--- src/rtl/pe_issue_pipe_if.sv ---
// Instruction handshake bundle between the sequencer and the PE issue pipeline.
interface pe_issue_pipe_if #(
  parameter int unsigned LANES          = 4,
  parameter int unsigned INPUT_WIDTH    = 8,
  parameter int unsigned VALUE_BITWIDTH = 5
);
  localparam int unsigned VEC_W = LANES * INPUT_WIDTH;

  logic                      instr_valid;
  logic                      instr_ready;
  logic [2:0]                instr_op;
  logic [VALUE_BITWIDTH-1:0] instr_value;
  logic [VEC_W-1:0]          vector_in;
  logic [VEC_W-1:0]          matrix_in;

  modport master (
    output instr_valid, instr_op, instr_value, vector_in, matrix_in,
    input  instr_ready
  );

  modport slave (
    input  instr_valid, instr_op, instr_value, vector_in, matrix_in,
    output instr_ready
  );
endinterface

--- src/rtl/pe_issue_pipe.sv ---
// Issue and multiply pipeline feeding the per-lane arithmetic units.
// Operands are multiplied at acceptance and delayed so that strobes, shift
// value, vector slices and products reach the lanes in the same cycle.
module pe_issue_pipe #(
  parameter int unsigned LANES          = 4,
  parameter int unsigned INPUT_WIDTH    = 8,
  parameter int unsigned ACC_WIDTH      = 16,
  parameter int unsigned VALUE_BITWIDTH = 5,
  parameter int unsigned MUL_STAGES     = 2
) (
  input  logic                          clk,
  input  logic                          rst_n,
  pe_issue_pipe_if.slave                instr,
  input  logic                          stall,
  output logic                          do_mac,
  output logic                          do_shift,
  output logic                          do_pass,
  output logic                          do_out,
  output logic                          do_clr,
  output logic [VALUE_BITWIDTH-1:0]     shift_value,
  output logic [LANES*INPUT_WIDTH-1:0]  vector_out,
  output logic [LANES*ACC_WIDTH-1:0]    mul_result,
  output logic                          busy,
  output logic                          illegal_op,
  output logic [15:0]                   issue_count
);

  localparam int unsigned VEC_W  = LANES * INPUT_WIDTH;
  localparam int unsigned RES_W  = LANES * ACC_WIDTH;
  localparam int unsigned PROD_W = 2 * INPUT_WIDTH;
  localparam int unsigned LAST   = MUL_STAGES - 1;

  localparam logic [2:0] OP_MAC  = 3'd1;
  localparam logic [2:0] OP_RND  = 3'd2;
  localparam logic [2:0] OP_PASS = 3'd3;
  localparam logic [2:0] OP_OUT  = 3'd4;
  localparam logic [2:0] OP_CLR  = 3'd5;

  typedef struct packed {
    logic                      valid;
    logic [2:0]                op;
    logic [VALUE_BITWIDTH-1:0] value;
    logic [VEC_W-1:0]          vector;
    logic [RES_W-1:0]          product;
  } entry_t;

  entry_t                     pipe [MUL_STAGES];
  entry_t                     new_entry;
  logic                       accept;
  logic                       issue;
  logic signed [PROD_W-1:0]   lane_prod [LANES];
  logic [RES_W-1:0]           prod_packed;

  // Ready follows stall only; held low while reset is asserted.
  assign instr.instr_ready = rst_n & ~stall;
  assign accept            = instr.instr_valid & rst_n & ~stall;

  // Full-width signed product per lane.
  always_comb begin
    logic signed [PROD_W-1:0] a;
    logic signed [PROD_W-1:0] b;
    a = '0;
    b = '0;
    for (int unsigned l = 0; l < LANES; l++) begin
      a = PROD_W'($signed(instr.vector_in[l*INPUT_WIDTH +: INPUT_WIDTH]));
      b = PROD_W'($signed(instr.matrix_in[l*INPUT_WIDTH +: INPUT_WIDTH]));
      lane_prod[l] = a * b;
    end
  end

  // Fit each product to the accumulator width: sign-extend or wrap.
  for (genvar l = 0; l < LANES; l++) begin : g_lane
    if (ACC_WIDTH >= PROD_W) begin : g_ext
      assign prod_packed[l*ACC_WIDTH +: ACC_WIDTH] = ACC_WIDTH'(lane_prod[l]);
    end else begin : g_wrap
      assign prod_packed[l*ACC_WIDTH +: ACC_WIDTH] = lane_prod[l][ACC_WIDTH-1:0];
    end
  end

  // Stage-1 contents for an accepted instruction.
  always_comb begin
    new_entry         = '0;
    new_entry.valid   = 1'b1;
    new_entry.op      = instr.instr_op;
    new_entry.value   = instr.instr_value;
    new_entry.vector  = instr.vector_in;
    new_entry.product = prod_packed;
  end

  // Pipeline shift register; frozen while stalled, bubbles are all-zero.
  always_ff @(posedge clk or negedge rst_n) begin
    if (!rst_n) begin
      for (int unsigned i = 0; i < MUL_STAGES; i++) pipe[i] <= '0;
    end else if (!stall) begin
      pipe[0] <= accept ? new_entry : '0;
      for (int unsigned i = 1; i < MUL_STAGES; i++) pipe[i] <= pipe[i-1];
    end
  end

  // One-hot strobe decode from the final stage; suppressed during stall.
  always_comb begin
    do_mac      = 1'b0;
    do_shift    = 1'b0;
    do_pass     = 1'b0;
    do_out      = 1'b0;
    do_clr      = 1'b0;
    shift_value = '0;
    issue       = pipe[LAST].valid & ~stall;
    if (issue) begin
      case (pipe[LAST].op)
        OP_MAC:  do_mac   = 1'b1;
        OP_RND:  do_shift = 1'b1;
        OP_PASS: do_pass  = 1'b1;
        OP_OUT:  do_out   = 1'b1;
        OP_CLR:  do_clr   = 1'b1;
        default: ;
      endcase
    end
    // Shift value tracks the final-stage RND entry so it also holds through stall.
    if (pipe[LAST].valid && pipe[LAST].op == OP_RND) shift_value = pipe[LAST].value;
  end

  assign vector_out = pipe[LAST].vector;
  assign mul_result = pipe[LAST].product;

  // Busy whenever any stage holds a valid entry.
  always_comb begin
    busy = 1'b0;
    for (int unsigned i = 0; i < MUL_STAGES; i++) busy = busy | pipe[i].valid;
  end

  // Sticky illegal-opcode flag and saturating issue counter.
  always_ff @(posedge clk or negedge rst_n) begin
    if (!rst_n) begin
      illegal_op  <= 1'b0;
      issue_count <= '0;
    end else begin
      if (accept && instr.instr_op[2] && instr.instr_op[1]) illegal_op <= 1'b1;
      if ((do_mac | do_shift | do_pass | do_out | do_clr) && issue_count != 16'hFFFF)
        issue_count <= issue_count + 16'd1;
    end
  end

endmodule
--- src/flat_wrapper.sv ---
// flat-port wrapper written by rule: the top's interface ports become plain ports
module pe_issue_pipe_flat 
#(
  parameter int unsigned LANES          = 4,
  parameter int unsigned INPUT_WIDTH    = 8,
  parameter int unsigned ACC_WIDTH      = 16,
  parameter int unsigned VALUE_BITWIDTH = 5,
  parameter int unsigned MUL_STAGES     = 2
)
  (clk, rst_n, stall, do_mac, do_shift, do_pass, do_out, do_clr, shift_value, vector_out, mul_result, busy, illegal_op, issue_count, instr_instr_valid, instr_instr_op, instr_instr_value, instr_vector_in, instr_matrix_in, instr_instr_ready);
  pe_issue_pipe_if #(.LANES(LANES), .INPUT_WIDTH(INPUT_WIDTH), .VALUE_BITWIDTH(VALUE_BITWIDTH)) instr_i ();
  input  logic clk;
  input  logic rst_n;
  input  logic stall;
  output logic do_mac;
  output logic do_shift;
  output logic do_pass;
  output logic do_out;
  output logic do_clr;
  output logic [VALUE_BITWIDTH-1:0] shift_value;
  output logic [LANES*INPUT_WIDTH-1:0] vector_out;
  output logic [LANES*ACC_WIDTH-1:0] mul_result;
  output logic busy;
  output logic illegal_op;
  output logic [15:0] issue_count;
  input wire logic [$bits(instr_i.instr_valid)-1:0] instr_instr_valid;
  input wire logic [$bits(instr_i.instr_op)-1:0] instr_instr_op;
  input wire logic [$bits(instr_i.instr_value)-1:0] instr_instr_value;
  input wire logic [$bits(instr_i.vector_in)-1:0] instr_vector_in;
  input wire logic [$bits(instr_i.matrix_in)-1:0] instr_matrix_in;
  output wire logic [$bits(instr_i.instr_ready)-1:0] instr_instr_ready;
  assign instr_i.instr_valid = instr_instr_valid;
  assign instr_i.instr_op = instr_instr_op;
  assign instr_i.instr_value = instr_instr_value;
  assign instr_i.vector_in = instr_vector_in;
  assign instr_i.matrix_in = instr_matrix_in;
  assign instr_instr_ready = instr_i.instr_ready;
  pe_issue_pipe #(.LANES(LANES), .INPUT_WIDTH(INPUT_WIDTH), .ACC_WIDTH(ACC_WIDTH), .VALUE_BITWIDTH(VALUE_BITWIDTH), .MUL_STAGES(MUL_STAGES)) u_core (.clk(clk), .rst_n(rst_n), .instr(instr_i), .stall(stall), .do_mac(do_mac), .do_shift(do_shift), .do_pass(do_pass), .do_out(do_out), .do_clr(do_clr), .shift_value(shift_value), .vector_out(vector_out), .mul_result(mul_result), .busy(busy), .illegal_op(illegal_op), .issue_count(issue_count));
endmodule
--- config.mk ---
export PLATFORM = sky130hd
export DESIGN_NAME = pe_issue_pipe_flat
export DESIGN_NICKNAME = d
export VERILOG_FILES = /design/src/rtl/pe_issue_pipe_if.sv /design/src/rtl/pe_issue_pipe.sv /design/src/flat_wrapper.sv
export SDC_FILE = /design/constraint.sdc
export NUM_CORES = 1
export LEC_CHECK = 0
export ABC_AREA = 0
export BUFFER_PORTS_ARGS = -buffer_cell sky130_fd_sc_hd__buf_4
export CAP_MARGIN = 20
export CORE_MARGIN = 4
export CORE_UTILIZATION = 60
export CTS_BUF_LIST = sky130_fd_sc_hd__clkbuf_2 sky130_fd_sc_hd__clkbuf_4 sky130_fd_sc_hd__clkbuf_8
export DETAILED_ROUTE_END_ITERATION = 7
export GPL_ROUTABILITY_DRIVEN = 0
export HOLD_SLACK_MARGIN = 0.05
export PLACE_DENSITY = 0.78
export SETUP_SLACK_MARGIN = 0.4
export SYNTH_ARGS = -nofsm -noshare
export SYNTH_HDL_FRONTEND = slang
export SYNTH_SLANG_ARGS = --single-unit
--- constraint.sdc ---
create_clock -name clk -period 2.2 [get_ports clk]
set_input_delay 0 -clock clk [delete_from_list [all_inputs] [get_ports clk]]
set_output_delay 0 -clock clk [all_outputs]
set_load 0.005 [all_outputs]
==> reports/results.txt <==
DR pass1 iterations: 5
Htree depth: 2
Die W: 187 um
Pleak: 12.9 nW
Logic pwr share: 64.1%
Worst skew pair latency: 0.57 ns
Crit path buffers/inverters: 6
Post-synth EDFFs: 0
Total GRT Usage: 27.7%
Filler Cell Count: 1654
Die height: 187 um
Post-route cell area: 25800 um2
Via count: 14.8k
DRC Markers: 0
Synth Area in Adders: 30.4%
Post-synthesis compound-gate area fraction: 7.76%
Vias in the first global route: 16.2k
Max layer used: met4
Headroom to the max-slew limit: 38.0%
Internal power: 17.5 mW
Worst path required time: 2.69 ns
Commonest cells post-synth: inv_1 (332), dfrtp_1 (227), fa_1 (220)
Die area: 35100 um2
Post-synthesis simple-gate area fraction: 12.0%
Distinct cells, synth: 57
Worst setup EP type: flip-flop
WL met3: 2310 um
Layout net count: 2638
Max incr delay on CP: 0.56 ns
Sw Share: 38.7%
Mux contribution to synthesized area: 6.73%
Finished Layout Cells: 2656
Power density cells: 1110 nW/um2
Final setup margin: -1.24 ns
CTS Buf Count: 42
Post-Route WL: 51100 um
Top Family by Delay on Critical Path: adder cells
Clk slew on worst S/H paths: 0.06 ns
Register area share after synthesis: 29.4%
Crit-path max FO: 8
Clk root buf: clkbuf_8
Peak supply drop: 0.762 mV
Placed Area: 22800 um2
Detailed Place HPWL: 33100 um
Initial Util: 61.1%
Final Slew Violations: 0
Share of the synthesized area in the top cell type: 29.4%
Status: complete, but fails checks
Clk buf depth: 3
Max Clk Rate: 291 MHz
First-pass GRT wire length: 80300 um
Combinational family with the most area after synthesis: adder cells
Hold buffers post-CTS: 49
Dpl cells: 2491
Final ANT Viol Nets: 0
Antenna violations before repair: 0
Tmin final: 3.44 ns
Main flop type after synthesis: dfrtp_1
Warnings from Yosys: 0
CP startpoint kind: input pin
Met2 routed WL: 26900 um
I/O Pins: 201
Clock share of power: 16.4%
Worst-path cell chain: buf_12, and2_4, fa_1, inv_1, fa_1, inv_2, fa_1, inv_2, fa_2, inv_2, ha_4, and3_4, a221o_1, buf_4, a21oi_2, or4_1, nand3_1
Critical path class: input pin to flip-flop
Failing checks: hold timing, setup timing
Tcrit/Tclk final: 156%
Synth async-reset ratio: 100%
Vias per cell: 5.57
Grt ovf: 0
Core Area: 31600 um2
Final setup fails: 44
Post-synthesis xor/xnor area fraction: 2.67%
Count leader, synth: inv_1
# diodes: 0
RSZ-0062 raised after global routing: true
Synth area leaders: dfrtp_1 (29%), fa_1 (23%), ha_1 (7.6%), mux2_2 (6.5%), inv_1 (6.4%)
CP Data Arrival Time: 3.93 ns
Mapped Cells: 1827
Sink Count: 227
Post-Route Utilization: 81.7%
Slew @ Worst Pin: 0.931 ns
Yosys reg bits: 227
IO buf count: 200
Critical-path top delay cell: fa_1
DRT iter0 DRCs: 756
Top cell type by total area after synthesis: dfrtp_1
Power consumption: 28.6 mW
Sequential power share: 19.5%
Mapped Area: 19300 um2
Layout cell share with drive strength beyond 1: 43.0%
Clk_skew: 0.0388 ns
Area delta synth->final: 33.8%
Max-cap violations: 0
Largest net degree at the start of global routing: 170
WL/cell: 19.3 um
Met1 wire length: 20300 um
Hold Fails Final Rpt: 1
Switching power: 11.1 mW
Hold WC Path Type: input pin to flip-flop
Avg Cell Area, Syn: 10.6 um2
CTS tree: built
Syn Nets: 2240
Row cnt: 65
Worst hold slack: -0.0462 ns
[state kept, by name, summed over array words and instances (netlist names)]
| register | flops |
|---|---|
| u_core.vector_out | 32 |
| u_core.illegal_op | 1 |
| u_core.mul_result | 64 |
| u_core.pipe | 114 |
| u_core.issue_count | 16 |
[final timing paths]
path / slack, ns / from / cells past startpoint / end
max: -1.24 / instr_vector_in[30] / 17 / u_core.pipe[167]
min: -0.05 / instr_matrix_in[26] / 4 / u_core.pipe[155]
max reg2reg: 0.40 / u_core.pipe[104] / 6 / u_core.issue_count[11]
min reg2reg: 0.48 / u_core.pipe[149] / 2 / u_core.pipe[149]
max in group asynchronous: 1.29 / rst_n / 3 / u_core.pipe[102]
min in group asynchronous: 0.22 / rst_n / 3 / u_core.mul_result[2]
[metal layers]
| layer | GRT usage, % | vias to the layer above |
|---|---|---|
| met3 | 3.88 | 128 |
| met1 | 34.9 | 7647 |
| li1 | - | 6550 |
| met2 | 49.4 | 463 |
| met4 | 9.15 | 0 |
| met5 | 0 | - |
[metrics by stage]
| stage | hold WS [ns] | setup TNS (ns) | worst slack [ns] |
|---|---|---|---|
| 2_1_floorplan | -0.296 | -48.29 | -1.55 |
| 3_3_place_gp | 0.175 | -60.84 | -1.71 |
| 3_5_place_dp | 0.185 | -63.57 | -1.77 |
| 4_1_cts | -0.0403 | -33.73 | -1.12 |
| 5_1_grt | -0.0478 | -40.97 | -1.36 |
| 6_report | -0.0462 | -37.86 | -1.24 |
[timing repair]
action,4_1_cts,5_1_grt
gates resized for setup,245,129
pin swaps,159,124
setup endpoints to repair,56,63
hold endpoints to repair,293,1
setup buffers,24,19
cloned,0,0
[final cells by class]
| type | count | area [um2] | area share [%] |
|---|---|---|---|
| clock buffers | 62 | 803 | 3.11 |
| clock inverters | 11 | 164 | 0.634 |
| inverters | 332 | 1250 | 4.83 |
| multi-input cells | 1130 | 13000 | 50.3 |
| flip-flops and latches | 227 | 5680 | 22.0 |
| well taps | 402 | 503 | 1.95 |
| repair buffers | 492 | 4440 | 17.2 |
[placed cells by master, fill, tap and decap left out, types with 10 or more instances in the layout]
| cell | instances |
|---|---|
| buf_6 | 99 |
| a21oi_2 | 18 |
| nand2_1 | 76 |
| ha_4 | 56 |
| a21o_1 | 11 |
| xor2_1 | 16 |
| o211ai_1 | 12 |
| fa_1 | 195 |
| fa_2 | 25 |
| nor3b_1 | 11 |
| ha_1 | 56 |
| nand3_1 | 14 |
| and2_1 | 102 |
| buf_4 | 318 |
| xnor2_2 | 10 |
| a22o_1 | 56 |
| and2_4 | 74 |
| mux2_2 | 112 |
| dfrtp_1 | 224 |
| inv_2 | 72 |
| a21oi_1 | 12 |
| o21ai_0 | 19 |
| nor2_1 | 17 |
| inv_1 | 259 |
| o21ai_1 | 23 |
| buf_8 | 16 |
| nor2b_1 | 28 |
| xnor2_1 | 30 |
| clkbuf_8 | 55 |
| a32o_1 | 11 |
| dlygate4sd3_1 | 45 |
| nand2_2 | 15 |
[tightest hold or removal path, cell delays in order]
cell    delay [ns]
buf_6         0.11
and2_1        0.13
ha_1          0.13
a22o_1        0.11
[kinds of logic after synthesis]
family                     Yosys count
buffers and inverters              470
and+or+nand+nor                    414
adders and majority gates          337
DFF                                227
AOI/OAI and AO/OA                  204
muxes                              116
xor gates and xnor gates            59
[power by group through the flow]
stage	registers [mW]	clock network, mW	logic [mW]
final	5.58	4.69	18.4
after global routing	5.65	4.95	20.0
after CTS	5.54	4.75	16.8
after detailed placement	5.59	0	15.0
after global placement	5.55	0	14.4
after floorplan	5.34	0	10.3
Note: power is estimated with default switching activity, not from simulation.
